## config.mk

```make
export PLATFORM = sky130hd
export DESIGN_NAME = conv_postproc
export DESIGN_NICKNAME = d
export VERILOG_FILES = /design/src/rtl/conv_postproc.sv
export SDC_FILE = /design/constraint.sdc
export NUM_CORES = 2
export LEC_CHECK = 0
export CELL_PAD_IN_SITES_DETAIL_PLACEMENT = 0
export CELL_PAD_IN_SITES_GLOBAL_PLACEMENT = 1
export CORE_MARGIN = 10
export CORE_UTILIZATION = 45
export DETAILED_ROUTE_END_ITERATION = 10
export PLACE_DENSITY_LB_ADDON = 0.1
export SKIP_CTS_REPAIR_TIMING = 1
export SYNTH_ARGS = -nofsm -noshare
export SYNTH_HDL_FRONTEND = slang
export SYNTH_SLANG_ARGS = --single-unit
```

## constraint.sdc

```tcl
create_clock -name clk -period 7.2 [get_ports clk]
set_input_delay 1.44 -clock clk [delete_from_list [all_inputs] [get_ports clk]]
set_output_delay 1.44 -clock clk [all_outputs]
set_load 0.05 [all_outputs]
```

## src/rtl/conv_postproc.sv

```systemverilog
// conv_postproc: PE-array output stage. Forwards partial sums, or adds bias, activates, requantizes
// and queues packed OFM words. Define CONV_POSTPROC_LEAKY_EN for leaky ReLU (default build: ReLU).
module conv_postproc #(
    parameter int Tout       = 4,
    parameter int W_PSUM     = 32,
    parameter int W_DATA     = 8,
    parameter int W_BIAS     = 16,
    parameter int W_SHIFT    = 5,
    parameter int FIFO_DEPTH = 4
) (
    input  logic                     clk,
    input  logic                     rst,
    input  logic                     c_layer_start,
    input  logic [W_SHIFT-1:0]       cfg_shift,
    input  logic                     cfg_act_en,
    input  logic [Tout*W_BIAS-1:0]   bm_bias_data,
    input  logic                     c_last_cin,
    input  logic                     i_vld,
    input  logic [Tout*W_PSUM-1:0]   i_acc,
    output logic                     o_psum_we,
    output logic [Tout*W_PSUM-1:0]   o_psum_data,
    output logic                     o_ofm_vld,
    output logic [Tout*W_DATA-1:0]   o_ofm_data,
    input  logic                     i_ofm_rdy,
    output logic                     o_almost_full,
    output logic                     o_overflow,
    output logic                     o_busy
);
    localparam int W_SUM = W_PSUM + 1;
    localparam int W_RND = W_PSUM + 2;
    localparam int AW    = $clog2(FIFO_DEPTH);
    localparam int CW    = AW + 2;
    localparam logic signed [W_RND-1:0] SAT_HI = W_RND'((2 ** (W_DATA - 1)) - 1);
    localparam logic signed [W_RND-1:0] SAT_LO = W_RND'(-(2 ** (W_DATA - 1)));

    logic [W_SHIFT-1:0]     shift_q;
    logic                   act_en_q;
    logic [Tout*W_BIAS-1:0] bias_q;
    logic [W_SHIFT-1:0]     shift_eff;
    logic                   act_eff;
    logic [Tout*W_BIAS-1:0] bias_eff;

    always_ff @(posedge clk) begin
        if (rst) begin
            shift_q  <= '0;
            act_en_q <= 1'b0;
            bias_q   <= '0;
        end else if (c_layer_start) begin
            shift_q  <= cfg_shift;
            act_en_q <= cfg_act_en;
            bias_q   <= bm_bias_data;
        end
    end

    // A beat coincident with c_layer_start already sees the new configuration.
    assign shift_eff = c_layer_start ? cfg_shift    : shift_q;
    assign act_eff   = c_layer_start ? cfg_act_en   : act_en_q;
    assign bias_eff  = c_layer_start ? bm_bias_data : bias_q;

    always_ff @(posedge clk) begin
        if (rst) begin
            o_psum_we   <= 1'b0;
            o_psum_data <= '0;
        end else begin
            o_psum_we <= i_vld & ~c_last_cin;
            if (i_vld & ~c_last_cin) begin
                o_psum_data <= i_acc;
            end
        end
    end

    logic                    s1_vld, s2_vld, s3_vld;
    logic                    s1_act;
    logic [W_SHIFT-1:0]      s1_shift, s2_shift;
    logic signed [W_SUM-1:0] s1_sum [Tout];
    logic signed [W_SUM-1:0] s2_val [Tout];
    logic [Tout*W_DATA-1:0]  s3_word;
    logic signed [W_SUM-1:0] s1_nxt [Tout];
    logic signed [W_SUM-1:0] s2_nxt [Tout];
    logic signed [W_RND-1:0] s3_rnd [Tout];
    logic signed [W_RND-1:0] s3_shr [Tout];
    logic [Tout*W_DATA-1:0]  s3_nxt;
    logic [W_RND-1:0]        rnd_bias;

    assign rnd_bias = (s2_shift == '0) ? '0
                    : ({{(W_RND-1){1'b0}}, 1'b1} << (s2_shift - W_SHIFT'(1)));

    always_comb begin
        s3_nxt = '0;
        for (int a = 0; a < Tout; a++) begin
            s1_nxt[a] = W_SUM'($signed(i_acc[a*W_PSUM +: W_PSUM]))
                      + W_SUM'($signed(bias_eff[a*W_BIAS +: W_BIAS]));
            s2_nxt[a] = s1_sum[a];
            if (s1_act && s1_sum[a][W_SUM-1]) begin
`ifdef CONV_POSTPROC_LEAKY_EN
                s2_nxt[a] = s1_sum[a] >>> 3;
`else
                s2_nxt[a] = '0;
`endif
            end
            // Round half up, then arithmetic shift and clamp to the signed byte range.
            s3_rnd[a] = W_RND'(s2_val[a]) + $signed(rnd_bias);
            s3_shr[a] = s3_rnd[a] >>> s2_shift;
            if (s3_shr[a] > SAT_HI) begin
                s3_nxt[a*W_DATA +: W_DATA] = {1'b0, {(W_DATA-1){1'b1}}};
            end else if (s3_shr[a] < SAT_LO) begin
                s3_nxt[a*W_DATA +: W_DATA] = {1'b1, {(W_DATA-1){1'b0}}};
            end else begin
                s3_nxt[a*W_DATA +: W_DATA] = s3_shr[a][W_DATA-1:0];
            end
        end
    end

    always_ff @(posedge clk) begin
        if (rst) begin
            s1_vld <= 1'b0;
            s2_vld <= 1'b0;
            s3_vld <= 1'b0;
        end else begin
            s1_vld <= i_vld & c_last_cin;
            s2_vld <= s1_vld;
            s3_vld <= s2_vld;
        end
    end

    always_ff @(posedge clk) begin
        s1_act   <= act_eff;
        s1_shift <= shift_eff;
        s2_shift <= s1_shift;
        s3_word  <= s3_nxt;
        for (int a = 0; a < Tout; a++) begin
            s1_sum[a] <= s1_nxt[a];
            s2_val[a] <= s2_nxt[a];
        end
    end

    // Valid/ready: a word transfers on every cycle with o_ofm_vld & i_ofm_rdy; o_ofm_vld never
    // drops without a transfer, and o_ofm_data holds steady while the consumer stalls.
    logic [Tout*W_DATA-1:0] mem [FIFO_DEPTH];
    logic [AW:0]            wr_ptr, rd_ptr;
    logic [AW:0]            count;
    logic                   pop, full, push_ok, mem_nonempty, head_load;
    logic [CW-1:0]          occupancy;

    // count covers the memory plus the registered head word.
    assign pop          = o_ofm_vld & i_ofm_rdy;
    assign full         = (count == (AW+1)'(FIFO_DEPTH));
    assign push_ok      = s3_vld & (~full | pop);
    assign mem_nonempty = (wr_ptr != rd_ptr);
    assign head_load    = (~o_ofm_vld | pop) & mem_nonempty;

    always_ff @(posedge clk) begin
        if (push_ok) begin
            mem[wr_ptr[AW-1:0]] <= s3_word;
        end
    end

    always_ff @(posedge clk) begin
        if (rst) begin
            wr_ptr     <= '0;
            rd_ptr     <= '0;
            count      <= '0;
            o_ofm_vld  <= 1'b0;
            o_ofm_data <= '0;
            o_overflow <= 1'b0;
        end else begin
            if (push_ok) begin
                wr_ptr <= wr_ptr + (AW+1)'(1);
            end
            if (head_load) begin
                o_ofm_data <= mem[rd_ptr[AW-1:0]];
                rd_ptr     <= rd_ptr + (AW+1)'(1);
                o_ofm_vld  <= 1'b1;
            end else if (pop) begin
                o_ofm_vld <= 1'b0;
            end
            count <= count + (AW+1)'(push_ok) - (AW+1)'(pop);
            if (s3_vld & full & ~pop) begin
                o_overflow <= 1'b1;
            end
        end
    end

    assign occupancy     = CW'(count) + CW'(s1_vld) + CW'(s2_vld) + CW'(s3_vld);
    assign o_almost_full = (occupancy >= CW'(FIFO_DEPTH - 1));
    assign o_busy        = s1_vld | s2_vld | s3_vld | o_psum_we | (count != '0);

endmodule

```

* Yosys cells after proc, flatten, opt, wreduce, memory -nomap -nowiden *
Memories as Yosys holds them, arrays and structs flattened. A register that Yosys moved wholly into a read port is not among the register bits.
Cells that the tools add are included.

word-level totals
  flip-flop bits (word level) = 256
  memory bits (writable) = 392
  output and inout port bits = 165
  logic and storage cells = 95
  memories kept = 3

memories
  memory  depth  width  read ports  clocked after memory_dff  wr ports  RTL line  source
  s1_sum  4      33     4           0                         4         75        logic signed [W_SUM-1:0] s1_sum [Tout];
  s2_val  4      33     4           0                         4         76        logic signed [W_SUM-1:0] s2_val [Tout];
  mem     4      32     1           1                         1         139       logic [Tout*W_DATA-1:0] mem [FIFO_DEPTH];

operators by class
  add/sub/neg operators = 16
  magnitude comparators = 9
  equal/unequal tests = 2
  shift operators = 5
  mux-type cells = 16
  bitwise operators = 17
  reductions and logical operators = 7

operator list
  cell                                                          count
  adder 33 x 34 -> 34 bit                                       4
  > comparator 34 x 8 -> 1 bit (second input constant)          4
  less-than comparator 34 x 8 -> 1 bit (second input constant)  4
  >>> shifter 34 x 5 -> 34 bit                                  4
  adder 32 x 16 -> 33 bit                                       4
  2-to-1 mux 33 bit                                             4
  2-to-1 mux 64 bit                                             1
  2-to-1 mux 34 bit                                             1
  left shift 1 x 5 -> 34 bit (first input constant)             1
  2-to-1 mux 8 bit                                              4
  adder 4 x 1 -> 4 bit                                          2
  AND 1 bit                                                     7
  adder 3 x 1 -> 3 bit (second input constant)                  2
  OR 1 bit                                                      6
  zero test 5 bit                                               1
  2-to-1 mux 1 bit                                              5
  2-to-1 mux 5 bit                                              1
  subtractor 5 x 1 -> 5 bit (second input constant)             1
  adder 3 x 1 -> 4 bit                                          1
  >= comparator 4 x 2 -> 1 bit (second input constant)          1
  logical AND 1 bit                                             4
  NOT 1 bit                                                     4
  adder 3 x 1 -> 3 bit                                          1
  == test 3 bit (second input constant)                         1
  4 further kinds                                               4

* Depth between registers and ports, before layout *
  depth after elaboration = 7
  mapped depth = 27
  depth with buffers taken out = 20

* Worst setup path after synthesis *
Ideal clock, no wire load.

  path type = flip-flop to flip-flop
  start point = register s2_shift[4]
  end point = register s3_word[25]
  library setup time = 0.151 ns
  arrival time = 5.818 ns
  data required time = 7.049 ns
  slack = 1.231 ns
  cell stages (with the launch flop) = 27
  buffers on the path = 7
  clock period less this slack = 5.969 ns
  cells stage by stage = dfxtp_1 -> buf_2 -> nor2_1 -> buf_2 -> buf_2 -> buf_2 -> buf_1 -> nand2_1 -> xnor2_1 -> ha_1 -> a31oi_1 -> a211o_1 -> a22oi_2 -> a31o_1 -> buf_4 -> maj3_2 -> a211oi_2 -> or3_1 -> clkbuf_1 -> a311o_1 -> nand3_1 -> mux2_2 -> and2_1 -> a2111oi_1 -> nand4_1 -> o41ai_4 -> o221ai_1

on the way
  cells in the longest elaborated chain, start to end = 7

RTL lines
  item                                  RTL line  source
  start: declaration                    74        logic [W_SHIFT-1:0] s1_shift, s2_shift;
  start signal: assignment              129       s2_shift <= s1_shift;
  subtractor 5 x 1 -> 5 bit             86        : ({{(W_RND-1){1'b0}}, 1'b1} << (s2_shift - W_SHIFT'(1)));
  left shift 1 x 5 -> 34 bit            86
  2-to-1 mux 34 bit                     85        assign rnd_bias = (s2_shift == '0) ? '0
  adder 33 x 34 -> 34 bit               102       s3_rnd[a] = W_RND'(s2_val[a]) + $signed(rnd_bias);
  >>> shifter 34 x 5 -> 34 bit *        103       s3_shr[a] = s3_rnd[a] >>> s2_shift;
  less-than comparator 34 x 8 -> 1 bit  106       end else if (s3_shr[a] < SAT_LO) begin
  2-to-1 mux 8 bit                      106
  end signal: assignment                130       s3_word <= s3_nxt;
  end: declaration                      77        logic [Tout*W_DATA-1:0] s3_word;

Every way passes the cells marked *; elsewhere a longest branch is shown, timed or not.
A chain may end at the register's enable or synchronous reset.

* Worst setup path in the final report *
  start point = register s2_shift[0]
  end point = register s3_word[8]

The elaborated chain is that of the path after synthesis.

==> results.py <==
metrics = {
    "worst_setup_path": {
        "r2r_setup_slack_ns": 0.69,
        "r2r-end": "s3_word[8]",
        "r2r_start": "s2_shift[0]",
        "path_depth": 18,
        "worstPathMaxFanout": 39,
        "crit_path_end_kind": "register",
        "slowest_delay_ns": 0.72,
        "path_buf_inv": 2,
        "path_delay_family": "compound AO/OA/AOI/OAI gates",
        "cp-start-kind": "register",
        "path_cells": "or3b_1 > nor2_1 > maj3_1 > o21ai_0 > o311ai_2 > o211ai_1 > nand4_1 > a2111o_1 > nand3_1 > a211oi_1 > buf_4 > a222oi_1 > nand4_1 > nor3_1 > a41oi_1 > o31ai_1 > buf_4 > o21ai_0",
        "crit_type": "register to register",
        "rr_worst_depth": 18,
        "cp_data_arrival_time_ns": 7.06,
        "startpoint": "s2_shift[0]",
        "crit_end": "s3_word[8]",
        "crit_required_ns": 7.74,
        "crit_slowest_cell": "or3b_1",
    },
    "cts": {
        "cts_tree": "built",
        "cts-buffers-inserted": 75,
        "cts_root_buffer": "clkbuf_16",
        "cts_sinks": 680,
        "h-tree-depth": 3,
        "cts_max_path_buffers": 3,
        "path_clk_slew_ns": 0.06,
        "clock_latency_ns": 0.68,
    },
    "timing": {
        "hold_viol": 0,
        "max_freq_ghz": 0.154,
        "rsz0062_at_grt": "false",
        "finalSetupViolCount": 0,
        "relSlewSlack": 0.174,
        "layout_setup_ws_ns": 0.686,
        "tightest_slew_ns": 1.23,
        "drv_slew": 0,
        "clock_skew_ns": 0.0367,
        "tns_ns": 0,
        "final.period_utilization": 0.905,
        "min_period_ns": 6.51,
    },
    "power": {
        "irDropWorstVdd_mv": 0.261,
        "internal-power_w": 0.00910,
        "switching_power_w": 0.00600,
        "pwr-share-comb": 0.406,
        "clkPwrFrac": 0.258,
        "power.leakage_nw": 21.2,
        "p_total_w": 0.0151,
        "power_density_nw_per_um2": 276,
        "switching_share": 0.398,
        "p_seq_frac": 0.336,
    },
    "route": {
        "drc_errors": 0,
        "dr.pass1.iters": 7,
        "vias": 44400,
        "drtIter0Drc": 4226,
        "postRouteWirelength_um": 183000,
        "antenna_left": 0,
        "via_per_inst": 6.10,
        "wl_per_cell_um": 25.2,
    },
    "hold_path": {
        "hp-class": "register to register",
    },
    "die": {
        "die_h_um": 341,
        "fp.dieArea_um2": 116000,
        "coreArea_um2": 102000,
        "initial_utilization": 0.454,
        "ios": 369,
        "rows": 117,
        "die_x_um": 341,
    },
    "yosys": {
        "syn_area_per_cell_um2": 8.38,
        "yosysTopAreaCellShare": 0.238,
        "ys_seq_area_frac": 0.321,
        "netlist_area_um2": 46400,
        "synth_ff_type": "dfxtp_1",
        "synth_common_cells": "nand2_1, dfxtp_1, a21oi_1",
        "yosysMostFrequentCell": "nand2_1",
        "synth_cell_types": 132,
        "postSynthCellCount": 5534,
        "synth_top_area_cell": "dfxtp_1",
        "ys_seq_elements": 680,
        "async_flop_share": 0,
        "synthTopCellsByArea": "dfxtp_1, edfxtp_1, ha_1",
        "synth_edf_count": 128,
        "yosysWarnings": 0,
    },
    "placement": {
        "place_area_um2": 52200,
        "finalWeightedCongestion": 1.02,
        "io_buffer_count": 368,
        "place_ws_ns": 0.516,
        "placed_cells": 7145,
        "place_hpwl_um": 143000,
    },
    "global_routing": {
        "grt_use_total": 0.302,
        "grt_pass1_vias": 41800,
        "grt_max_degree": 134,
        "grt_first_pass_wirelength_um": 272000,
        "grt_overflow": 0,
        "antenna_found_initial": 8,
    },
    "flow_run": {
        "max-cap-violations": 0,
    },
    "finish": {
        "drive_above_1_share": 0.111,
        "area.growth.synth_to_final_pct": 18.0,
        "fin_nets": 6271,
        "final_design_area_no_fill_um2": 54700,
        "layout.cells.non_filler": 7283,
    },
    "outcome": {
        "outcome": "finished clean",
    },
}
[layout make-up]
| type | count | area (µm²) |
|---|---|---|
| well taps | 1368 | 1710 |
| fillers | 9775 | 47300 |
| repair buffers | 607 | 5530 |
| multi-input cells | 4360 | 29500 |
| clock inverters | 28 | 350 |
| inverters | 130 | 493 |
| clock buffers | 108 | 2180 |
| diodes | 2 | 5.00 |
| flip-flops and latches | 680 | 14900 |
[cells in the final DEF (no fill, tap or decap), types with 24 or more instances in the layout]
cell type          n
o211ai_1          85
nor4_1            26
o22ai_1           30
nor3_1           104
o31ai_1           32
nand2b_1          48
a21boi_0          24
o21ai_0          270
a211oi_1          90
or2_2             28
dfxtp_1          546
a31oi_1           63
ha_1             206
xnor2_1          216
buf_4            236
clkdlybuf4s50_1  366
clkbuf_16         77
xor2_1            54
nand4_1           53
and3_1            56
nor2_1           413
a21o_1            74
mux2i_1          106
mux4_2            62
edfxtp_1         128
nor2b_1          107
o21a_1            59
mux2_2            94
and2_1           174
o21bai_1          29
nand2_1          670
o2111ai_1         27
a21oi_1          457
nand3_1          118
a221oi_1          24
inv_1            124
o221ai_1          24
or3_1             51
[cells by family after synthesis]
| kind of cell | count (synthesis) | share of synthesized area |
|---|---|---|
| other | 1 | 0.0000809 |
| AND/OR/NAND/NOR | 1995 | 0.213 |
| flip-flops | 680 | 0.321 |
| XOR/XNOR | 272 | 0.0520 |
| AO/OA/AOI/OAI | 1604 | 0.234 |
| multiplexers | 263 | 0.0763 |
| buffers and inverters | 497 | 0.0431 |
| adder cells (fa/ha/maj) | 222 | 0.0606 |
[worst min-delay path by stage]
stage,from,endpoint,slack [ns],cells past startpoint
3_3_place_gp,s1_shift[1],s2_shift[1],0.32,0
3_5_place_dp,s1_shift[1],s2_shift[1],0.31,0
2_1_floorplan,s1_shift[0],s2_shift[0],0.31,0
5_1_grt,s1_shift[1],s2_shift[1],0.34,0
4_1_cts,s1_shift[1],s2_shift[1],0.32,0
6_report,s1_shift[0],s2_shift[0],0.32,0
[power groups by stage]
stage | Clock (W) | Combinational, W | Sequential [W]
4_1_cts | 0.00401 | 0.00599 | 0.00505
2_1_floorplan | 0 | 0.00390 | 0.00502
5_1_grt | 0.00415 | 0.00656 | 0.00512
6_report | 0.00390 | 0.00613 | 0.00507
3_5_place_dp | 0 | 0.00596 | 0.00513
3_3_place_gp | 0 | 0.00597 | 0.00512
[stage by stage]
stage           util  hold slack, ns
2_1_floorplan      -           0.310
3_3_place_gp   0.511           0.319
3_5_place_dp   0.511           0.313
4_1_cts        0.536           0.325
5_1_grt        0.536           0.336
6_report       0.536           0.324
[flip-flops by register name (all words and copies together) (netlist names), 5 cells and up]
signal / cells
s2_val: 132
shift_q: 5
mem: 128
s2_shift: 5
o_psum_data: 128
o_ofm_data: 32
s1_shift: 5
s3_word: 32
s1_sum: 132
bias_q: 64
[routing by layer]
metal	up-vias	global-route usage	routed length (µm)
met3	390	0.0713	17100
li1	20900	-	-
met2	1947	0.470	81200
met4	12	0.129	8430
met1	21100	0.395	76500
met5	-	0	116
(Power assumes the default switching activity.)
